===== src/rtl/serial_add_ctrl.sv =====
// Bit-serial adder controller: adds two WIDTH-bit operands plus carry-in
// using a single 1-bit full adder, one bit per cycle, LSB first.
//
// Ports:
//   clk   - rising-edge clock
//   rst_n - asynchronous active-low reset
//   start - begin an addition (accepted in IDLE or DONE)
//   a, b  - operands, captured on an accepted start
//   ci    - carry-in, captured on an accepted start
//   busy  - high while bits are being processed
//   done  - one-cycle pulse, sum/co valid
//   sum   - registered result, a+b+ci mod 2^WIDTH
//   co    - registered carry-out

// 1-bit full adder.
module full_adder (
  input  logic a,
  input  logic b,
  input  logic ci,
  output logic s,
  output logic co
);
  assign s  = a ^ b ^ ci;
  assign co = (a & b) | (a & ci) | (b & ci);
endmodule

module serial_add_ctrl #(
  parameter int unsigned WIDTH = 8
) (
  input  logic             clk,
  input  logic             rst_n,
  input  logic             start,
  input  logic [WIDTH-1:0] a,
  input  logic [WIDTH-1:0] b,
  input  logic             ci,
  output logic             busy,
  output logic             done,
  output logic [WIDTH-1:0] sum,
  output logic             co
);

  localparam int unsigned CNT_W = $clog2(WIDTH + 1);

  localparam logic [1:0] S_IDLE = 2'd0;
  localparam logic [1:0] S_RUN  = 2'd1;
  localparam logic [1:0] S_DONE = 2'd2;

  logic [1:0]       state_q, state_d;
  logic [WIDTH-1:0] opa_q, opa_d;
  logic [WIDTH-1:0] opb_q, opb_d;
  logic             carry_q, carry_d;
  logic [WIDTH-1:0] res_q, res_d;
  logic [CNT_W-1:0] cnt_q, cnt_d;
  logic [WIDTH-1:0] sum_q, sum_d;
  logic             co_q, co_d;
  logic             busy_q, busy_d;
  logic             done_q, done_d;

  logic fa_s;
  logic fa_co;

  // Shared datapath: always fed from the operand LSBs and the running carry.
  full_adder u_fa (
    .a  (opa_q[0]),
    .b  (opb_q[0]),
    .ci (carry_q),
    .s  (fa_s),
    .co (fa_co)
  );

  // Next-state and output logic.
  always_comb begin
    state_d = state_q;
    opa_d   = opa_q;
    opb_d   = opb_q;
    carry_d = carry_q;
    res_d   = res_q;
    cnt_d   = cnt_q;
    sum_d   = sum_q;
    co_d    = co_q;
    busy_d  = busy_q;
    done_d  = 1'b0;

    case (state_q)
      S_IDLE, S_DONE: begin
        // DONE accepts start exactly like IDLE for back-to-back operation.
        busy_d  = 1'b0;
        state_d = S_IDLE;
        if (start) begin
          opa_d   = a;
          opb_d   = b;
          carry_d = ci;
          cnt_d   = '0;
          busy_d  = 1'b1;
          state_d = S_RUN;
        end
      end
      S_RUN: begin
        opa_d   = {1'b0, opa_q[WIDTH-1:1]};
        opb_d   = {1'b0, opb_q[WIDTH-1:1]};
        res_d   = {fa_s, res_q[WIDTH-1:1]};
        carry_d = fa_co;
        cnt_d   = cnt_q + CNT_W'(1);
        // Last bit: publish the shifted-in result and final carry directly.
        if (cnt_q == CNT_W'(WIDTH - 1)) begin
          sum_d   = {fa_s, res_q[WIDTH-1:1]};
          co_d    = fa_co;
          busy_d  = 1'b0;
          done_d  = 1'b1;
          state_d = S_DONE;
        end
      end
      default: begin
        busy_d  = 1'b0;
        state_d = S_IDLE;
      end
    endcase
  end

  // State registers.
  always_ff @(posedge clk or negedge rst_n) begin
    if (!rst_n) begin
      state_q <= S_IDLE;
      opa_q   <= '0;
      opb_q   <= '0;
      carry_q <= 1'b0;
      res_q   <= '0;
      cnt_q   <= '0;
      sum_q   <= '0;
      co_q    <= 1'b0;
      busy_q  <= 1'b0;
      done_q  <= 1'b0;
    end else begin
      state_q <= state_d;
      opa_q   <= opa_d;
      opb_q   <= opb_d;
      carry_q <= carry_d;
      res_q   <= res_d;
      cnt_q   <= cnt_d;
      sum_q   <= sum_d;
      co_q    <= co_d;
      busy_q  <= busy_d;
      done_q  <= done_d;
    end
  end

  assign busy = busy_q;
  assign done = done_q;
  assign sum  = sum_q;
  assign co   = co_q;

endmodule


===== config.mk =====
export PLATFORM = sky130hd
export DESIGN_NAME = serial_add_ctrl
export DESIGN_NICKNAME = d
export VERILOG_FILES = /design/src/rtl/serial_add_ctrl.sv
export SDC_FILE = /design/constraint.sdc
export NUM_CORES = 1
export LEC_CHECK = 0
export BUFFER_PORTS_ARGS = -buffer_cell sky130_fd_sc_hd__buf_2
export CAP_MARGIN = 25
export CORE_UTILIZATION = 58
export DETAILED_ROUTE_END_ITERATION = 12
export PLACE_DENSITY_LB_ADDON = 0.25
export SLEW_MARGIN = 10
export SYNTH_ARGS = -nofsm -noshare
export SYNTH_HDL_FRONTEND = slang
export SYNTH_SLANG_ARGS = --single-unit

===== constraint.sdc =====
create_clock -name clk -period 4.45 [get_ports clk]
set_input_delay 0.6675 -clock clk [delete_from_list [all_inputs] [get_ports clk]]
set_output_delay 0.6675 -clock clk [all_outputs]
set_load 0.02 [all_outputs]

==> Word-level counts from Yosys, hierarchy flattened <==
Cells that the tools add are included.
W data, S select, Z words.
{ "word_totals": {"out_inout_bits": 11, "wordCells": 44, "in_bits": 20, "reg_bits": 42} }
{ "classes": {"mux": 16, "eq_ne": 5, "reduce_logical": 5, "bitwise": 7, "add_sub_neg": 1} }
{ "op_table": {"columns": ["cell", "n"], "rows": [
  ["$pmux W8 S2", 2],
  ["$mux W8", 2],
  ["$pmux W4 S2", 1],
  ["$mux W1", 6],
  ["$add A4 B1 Y4 const B", 1],
  ["$eq A4 B3 Y1 const B", 1],
  ["$mux W4", 1],
  ["$ne A2 B2 Y1 const B", 2],
  ["$pmux W1 S2", 2],
  ["$pmux W2 S2", 1],
  ["$reduce_and A2 Y1", 2],
  ["$and A1 B1 Y1", 3],
  ["$eq A2 B1 Y1 const B", 1],
  ["$eq A2 B2 Y1 const B", 1],
  ["$logic_not A2 Y1", 1],
  ["$mux W2", 1],
  ["$or A1 B1 Y1", 2],
  ["$reduce_bool A2 Y1", 1],
  ["$reduce_or A2 Y1", 1],
  ["$xor A1 B1 Y1", 2]
]} }

==> Logic depth before layout (Yosys ltp) <==
Gate-level depths: netlist of the first run.
{ "depth": {"word_depth": 4, "mapped_depth": 5, "mapped_depth_nobuf": 4} }

==> By module <==
A second synthesis of the first run with hierarchy kept.
{ "hier_totals": {"hier_cells": 115, "hier_area_um2": 1695.4} }
{ "by_module_without_submodules": {"columns": ["module", "n_inst", "area_each_um2", "seq_area_each_um2", "cells_per_inst"], "rows": [
  ["serial_add_ctrl", 1, 1675.4, 1026.0, 114],
  ["full_adder", 1, 20.0, 0.0, 1]
]} }

==> Worst setup path after synthesis of the first run <==
OpenSTA, ideal clock, no wires.
{ "synth_path": {"path_type": "input -> register", "start": "input port start", "end": "register cnt_q[2]", "slack_ns": 2.948, "path_stages": 4, "setup_ns": 0.121, "arrival_time_ns": 1.382, "required_time_ns": 4.329, "path_buffers": 1, "cell_sequence": "nor2b_1 buf_2 mux2i_1 a22o_1"} }
{ "synth_between": {"elab_chain_cells": 2} }
{ "synth_rtl": {"columns": ["element", "line_no", "rtl"], "rows": [
  ["start: declaration", "32", "input logic start,"],
  ["$ne A2 B2 Y1 (no line)", null, null],
  ["$reduce_and A2 Y1 (no line)", null, null],
  ["end signal: assignment", "139", "cnt_q <= cnt_d;"],
  ["end: declaration", "53", "logic [CNT_W-1:0] cnt_q, cnt_d;"]
]} }
No other way between the ends.
A chain may end at the register's enable or synchronous reset.

==> Final worst setup path of the first run <==
{ "layout_path": {"start": "register cnt_q[1]", "end": "register sum_q[2], in the netlist sum[2]"} }
{ "layout_between": {"elab_chain_cells": 2} }
{ "layout_rtl": {"columns": ["element", "line_no", "rtl"], "rows": [
  ["$eq A4 B3 Y1", "105", "if (cnt_q == CNT_W'(WIDTH - 1)) begin"],
  ["$reduce_and A2 Y1 (no line)", null, null],
  ["end signal: assignment", "140", "sum_q <= sum_d;"],
  ["end: declaration", "54", "logic [WIDTH-1:0] sum_q, sum_d;"]
]} }
No other way between the ends.

==> impl_metrics.toml, run 1 <==
[clocking]
ctsResizeCount = 0
cts_tree = "done"
insertion_delay_ps = 350
max-clock-path-buffers = 2
cts-htree-levels = 2
clockRootBuffer = "clkbuf_4"
postCtsSetupRepairBufs = 0
numCtsBuffers = 5
clock_sinks = 41
ctsHoldBuffers = 0
cts.clk_slew.worst_paths_ps = 120

[sta]
max_slew_margin = 0.413
final.setup_skew_ps = 8.55
rsz0062_at_grt = "no"
final_hold_viol_count = 0
timing.hold.ws_ps = 423
fin_crit_ps = 1960
setup_slack_ps = 2490
slew_viol_final = 0
fmax_mhz = 510
finalCritPeriodShare = 0.440
worstMarginPinSlew_ps = 880
finalSetupViolCount = 0
fin_setup_tns_ps = 0

[pwr]
vdd_drop_max_mv = 0.500
leakage_nw = 1.01
finalPower_mw = 1.39
powerDensity_nw_per_um2 = 737

[logic_synthesis]
async_flop_share = 1.00
synth_area_um2 = 1700
synth-seq-cells = 41
yosys.area.top_type_share = 0.604
synth_area_leaders = "dfrtp_1 (60%), mux2_2 (11%), a22o_1 (9.8%)"
synth_flop_cell = "dfrtp_1"
syn_area_per_cell_um2 = 14.9
synth_cells = 114
synth-seq-area-share = 0.604
yosysTopAreaCell = "dfrtp_1"
synth_edf_count = 0
synth_cell_types = 20
yosys_warnings = 0
synth_nets = 136

[layout]
final_cell_mix = "dfrtp_1 (41), buf_2 (30), a22o_1 (19)"
drive_gt1_frac = 0.411
stdcell_area_um2 = 1890
area_growth_pct = 11.3
mostFrequentLayoutCell = "dfrtp_1"
post-route-util = 0.685
final_nets = 167
instances_no_fill = 177
num_antenna_cells = 0

[floorplan]
die-area_um2 = 3150
core_um2 = 2760
die_w_um = 56.1
dieHeight_um = 56.1
io_pins = 31
rows = 19
start_util = 0.616

[critical_path]
worst_ep_arrival_time_ps = 2210
path_class = "register to register"
critPathCaptureType = "register"
startpoint = "cnt_q[1]"
reg2reg_slack_ps = 2490
cp-start-kind = "register"
reg2regPathDepth = 4
timing.rr.start = "cnt_q[1]"
cp-endpoint = "sum[2]"
critPathMaxFanout = 10
r2r_end = "sum[2]"
cp.required_ps = 4700

[routing]
wl_per_cell_um = 15.3
drt_iter0_markers = 33
wirelength_um = 2700
vias_per_cell = 5.90
drt-pass1-iter-count = 4
drcViolationCount = 0
ant_nets = 0
num_vias = 1044

[global_routing]
grt_overflow = 0
grt_usage = 0.189
antenna_found_initial = 0
grt_pass1_wl_um = 4540
grt_pass1_vias = 1059
grt_max_degree = 42

[status]
outcome = "completed"

[job]
drv_cap = 0

[place]
io_buffers = 30
gp_congestion = 0.769
place_area_um2 = 1830
dp_hpwl_um = 1730
place_inst = 169
dp_slack_ps = 2470

[hold_path]
hold_class = "primary input to asynchronous set/reset pin"
[state kept, by name (all words and copies together), names as in the netlist]
register  cells
opb_q         8
opa_q         8
done          1
res_q         7
carry_q       1
cnt_q         4
busy          1
co            1
sum           8
state_q       2
[worst max-delay path, stage by stage (launching register included)]
cell      delay, ps
dfrtp_1         410
ha_1            210
nand3b_1        170
nor3b_2         650
mux2_2          410
[metal layers]
metal / GRT usage / vias to the layer above / wire length, um
li1: - / 483 / -
met1: 0.252 / 529 / 1280
met2: 0.294 / 27 / 1260
met3: 0.0488 / 5 / 109
met4: 0.0836 / 0 / 48
met5: 0 / - / 0
[final cells by class]
class,count,area [um^2]
clock buffer,5,37.5
multi-input combinational,66,612
clock inverter,3,17.5
tap,31,38.8
timing repair buffer,31,158
fill,216,868
sequential,41,1030
[cell usage after synthesis (2+ instances only)]
cell,n
mux2_2,17
dfrtp_1,41
buf_2,3
a22o_1,19
a21o_1,16
buf_6,2
nor2b_1,2
mux2i_1,2
[power by group]
part	total, mW	internal [mW]	switching [mW]
Combinational	0.566	0.298	0.268
Sequential	0.646	0.544	0.102
Clock	0.181	0.0596	0.122
Total	1.39	0.901	0.491
[worst min path at each step]
| stage | startpoint | endpoint | cells after the start |
|---|---|---|---|
| after CTS | rst_n | sum[4] | 1 |
| after floorplan | rst_n | busy | 0 |
| final | rst_n | sum[4] | 1 |
| after global placement | cnt_q[3] | cnt_q[3] | 1 |
| after detailed placement | opb_q[2] | opb_q[2] | 1 |
| after global routing | rst_n | sum[3] | 1 |
[logic make-up after synthesis]
| group | count (synthesis) | share of synthesized area |
|---|---|---|
| DFF | 41 | 0.604 |
| AOI/OAI and AO/OA | 36 | 0.174 |
| muxes | 19 | 0.125 |
| and+or+nand+nor | 9 | 0.0427 |
| buffers and inverters | 7 | 0.0354 |
| adders and majority gates | 2 | 0.0192 |
Note: power is estimated with default switching activity, not from simulation.
==> run 2, diff against run 1 <==
Settings changed: CORE_UTILIZATION 58 to 54.
Clock period 4.45 ns to 2 ns, I/O delays scaled along.
==> run 2 against run 1 <==
  * Register-to-register slack got worse by 2100 ps
  * Critical endpoint is now sum[0]
  * Clock skew fell by 2.6 ps
  * Largest cell class unchanged
  * Core utilization fell by 0.35 points
  * Largest power group unchanged
==> impl_metrics.toml, run 2 (synthesis gave the netlist of run 1 again) <==
[status]
outcome = "completed"

[job]
drv_cap = 0

[layout]
area_growth_pct = 15.5
final_cell_mix = "dfrtp_1 (41), buf_2 (30), a22o_1 (19)"
num_antenna_cells = 0
fillers = 215
stdcell_area_um2 = 1960
drive_gt1_frac = 0.420
post-route-util = 0.682
final_nets = 172
mostFrequentLayoutCell = "dfrtp_1"

[critical_path]
cp-endpoint = "sum[0]"
reg2regPathDepth = 5
cp.required_ps = 2240
startpoint = "cnt_q[0]"
reg2reg_slack_ps = 390
path_class = "register to register"
worst_ep_arrival_time_ps = 1850
critPathCaptureType = "register"
cp-start-kind = "register"
timing.rr.start = "cnt_q[0]"
critPathMaxFanout = 10
r2r_end = "sum[0]"

[pwr]
leakage_nw = 1.04
vdd_drop_max_mv = 0.841
powerDensity_nw_per_um2 = 1660

[global_routing]
grt_overflow = 0
grt_usage = 0.200
antenna_found_initial = 0
grt_pass1_vias = 1108
grt_pass1_wl_um = 4940
grt_max_degree = 28

[clocking]
numCtsBuffers = 5
postCtsSetupRepairBufs = 0
max-clock-path-buffers = 2
clockRootBuffer = "clkbuf_4"
cts-htree-levels = 2
cts.clk_slew.worst_paths_ps = 120
clock_sinks = 41
cts_tree = "done"
insertion_delay_ps = 340
ctsResizeCount = 0

[routing]
drcViolationCount = 0
drt-pass1-iter-count = 4
ant_nets = 0
vias_per_cell = 5.52
wl_per_cell_um = 14.9
num_vias = 1059
wirelength_um = 2870
drt_iter0_markers = 23

[sta]
timing.hold.ws_ps = 173
finalCritPeriodShare = 0.805
fin_crit_ps = 1610
fin_setup_tns_ps = 0
slew_viol_final = 0
rsz0062_at_grt = "no"
max_slew_margin = 0.489
final.setup_skew_ps = 5.97
setup_slack_ps = 390
worstMarginPinSlew_ps = 766
finalSetupViolCount = 0
fmax_mhz = 621
final_hold_viol_count = 0

[floorplan]
dieHeight_um = 58.1
rows = 19
die_w_um = 58.1
core_um2 = 2880
start_util = 0.590
io_pins = 31
die-area_um2 = 3370

[place]
dp_slack_ps = 401
dp_hpwl_um = 1990
gp_congestion = 0.724
io_buffers = 30
place_area_um2 = 1880

[hold_path]
hold_class = "primary input to register"
==> run 2: cell count changes in the layout (fill, tap and decap cells not counted) <==
| cell | change |
|---|---|
| clkinv_2 | -1 |
| dlygate4sd3_1 | +1 |
| buf_4 | +4 |
| clkinvlp_4 | -1 |
| bufinv_16 | +1 |
==> run 2: repair_timing <==
action	4_1_cts	5_1_grt
hold buffers	1	0
setup endpoints to repair	0	0
hold endpoints to repair	25	0
==> run 2: report_power, final <==
group | internal (mW) | total, mW | switching (mW) | leakage (nW)
Sequential | 1.21 | 1.44 | 0.234 | 0.511
Combinational | 0.686 | 1.30 | 0.611 | 0.487
Clock | 0.255 | 0.517 | 0.262 | 0.0410
Total | 2.15 | 3.26 | 1.11 | 1.04
==> run 2: final cells by class <==
cell class,instances,area [um^2],share of cell area
clock inverter,2,35.0,0.0179
tap,42,52.6,0.0268
sequential,41,1030,0.523
multi-input combinational,66,612,0.312
clock buffer,5,37.5,0.0191
timing repair buffer,36,198,0.101
==> run 2: stage by stage <==
stage | cells | total power [mW]
after floorplan | 114 | 2.48
after global placement | 184 | 2.69
after detailed placement | 184 | 2.77
after CTS | 192 | 3.28
after global routing | 192 | 3.49
final | 192 | 3.26
==> run 2: per-layer routing <==
layer  up-vias  GRT usage  share of wire
met1       538      0.264           0.48
met2        25      0.320           0.47
met3         4     0.0469          0.036
met4         0     0.0816          0.016
li1        492          -              -
met5         -          0              0
==> run 2: worst min path at each step <==
| stage | from | to | depth (start not counted) |
|---|---|---|---|
| global route | b[7] | opb_q[7] | 2 |
| detailed placement | rst_n | cnt_q[3] | 1 |
| global placement | rst_n | cnt_q[2] | 1 |
| finish | b[7] | opb_q[7] | 2 |
| CTS | b[7] | opb_q[7] | 2 |
| floorplan | rst_n | busy | 0 |
==> run 2: critical path, cell delays in order (launching register included) <==
cell and delay [ps]:
dfrtp_1 400, ha_1 200, nand3b_1 160, nor3b_2 190, buf_4 200, mux2_2 350
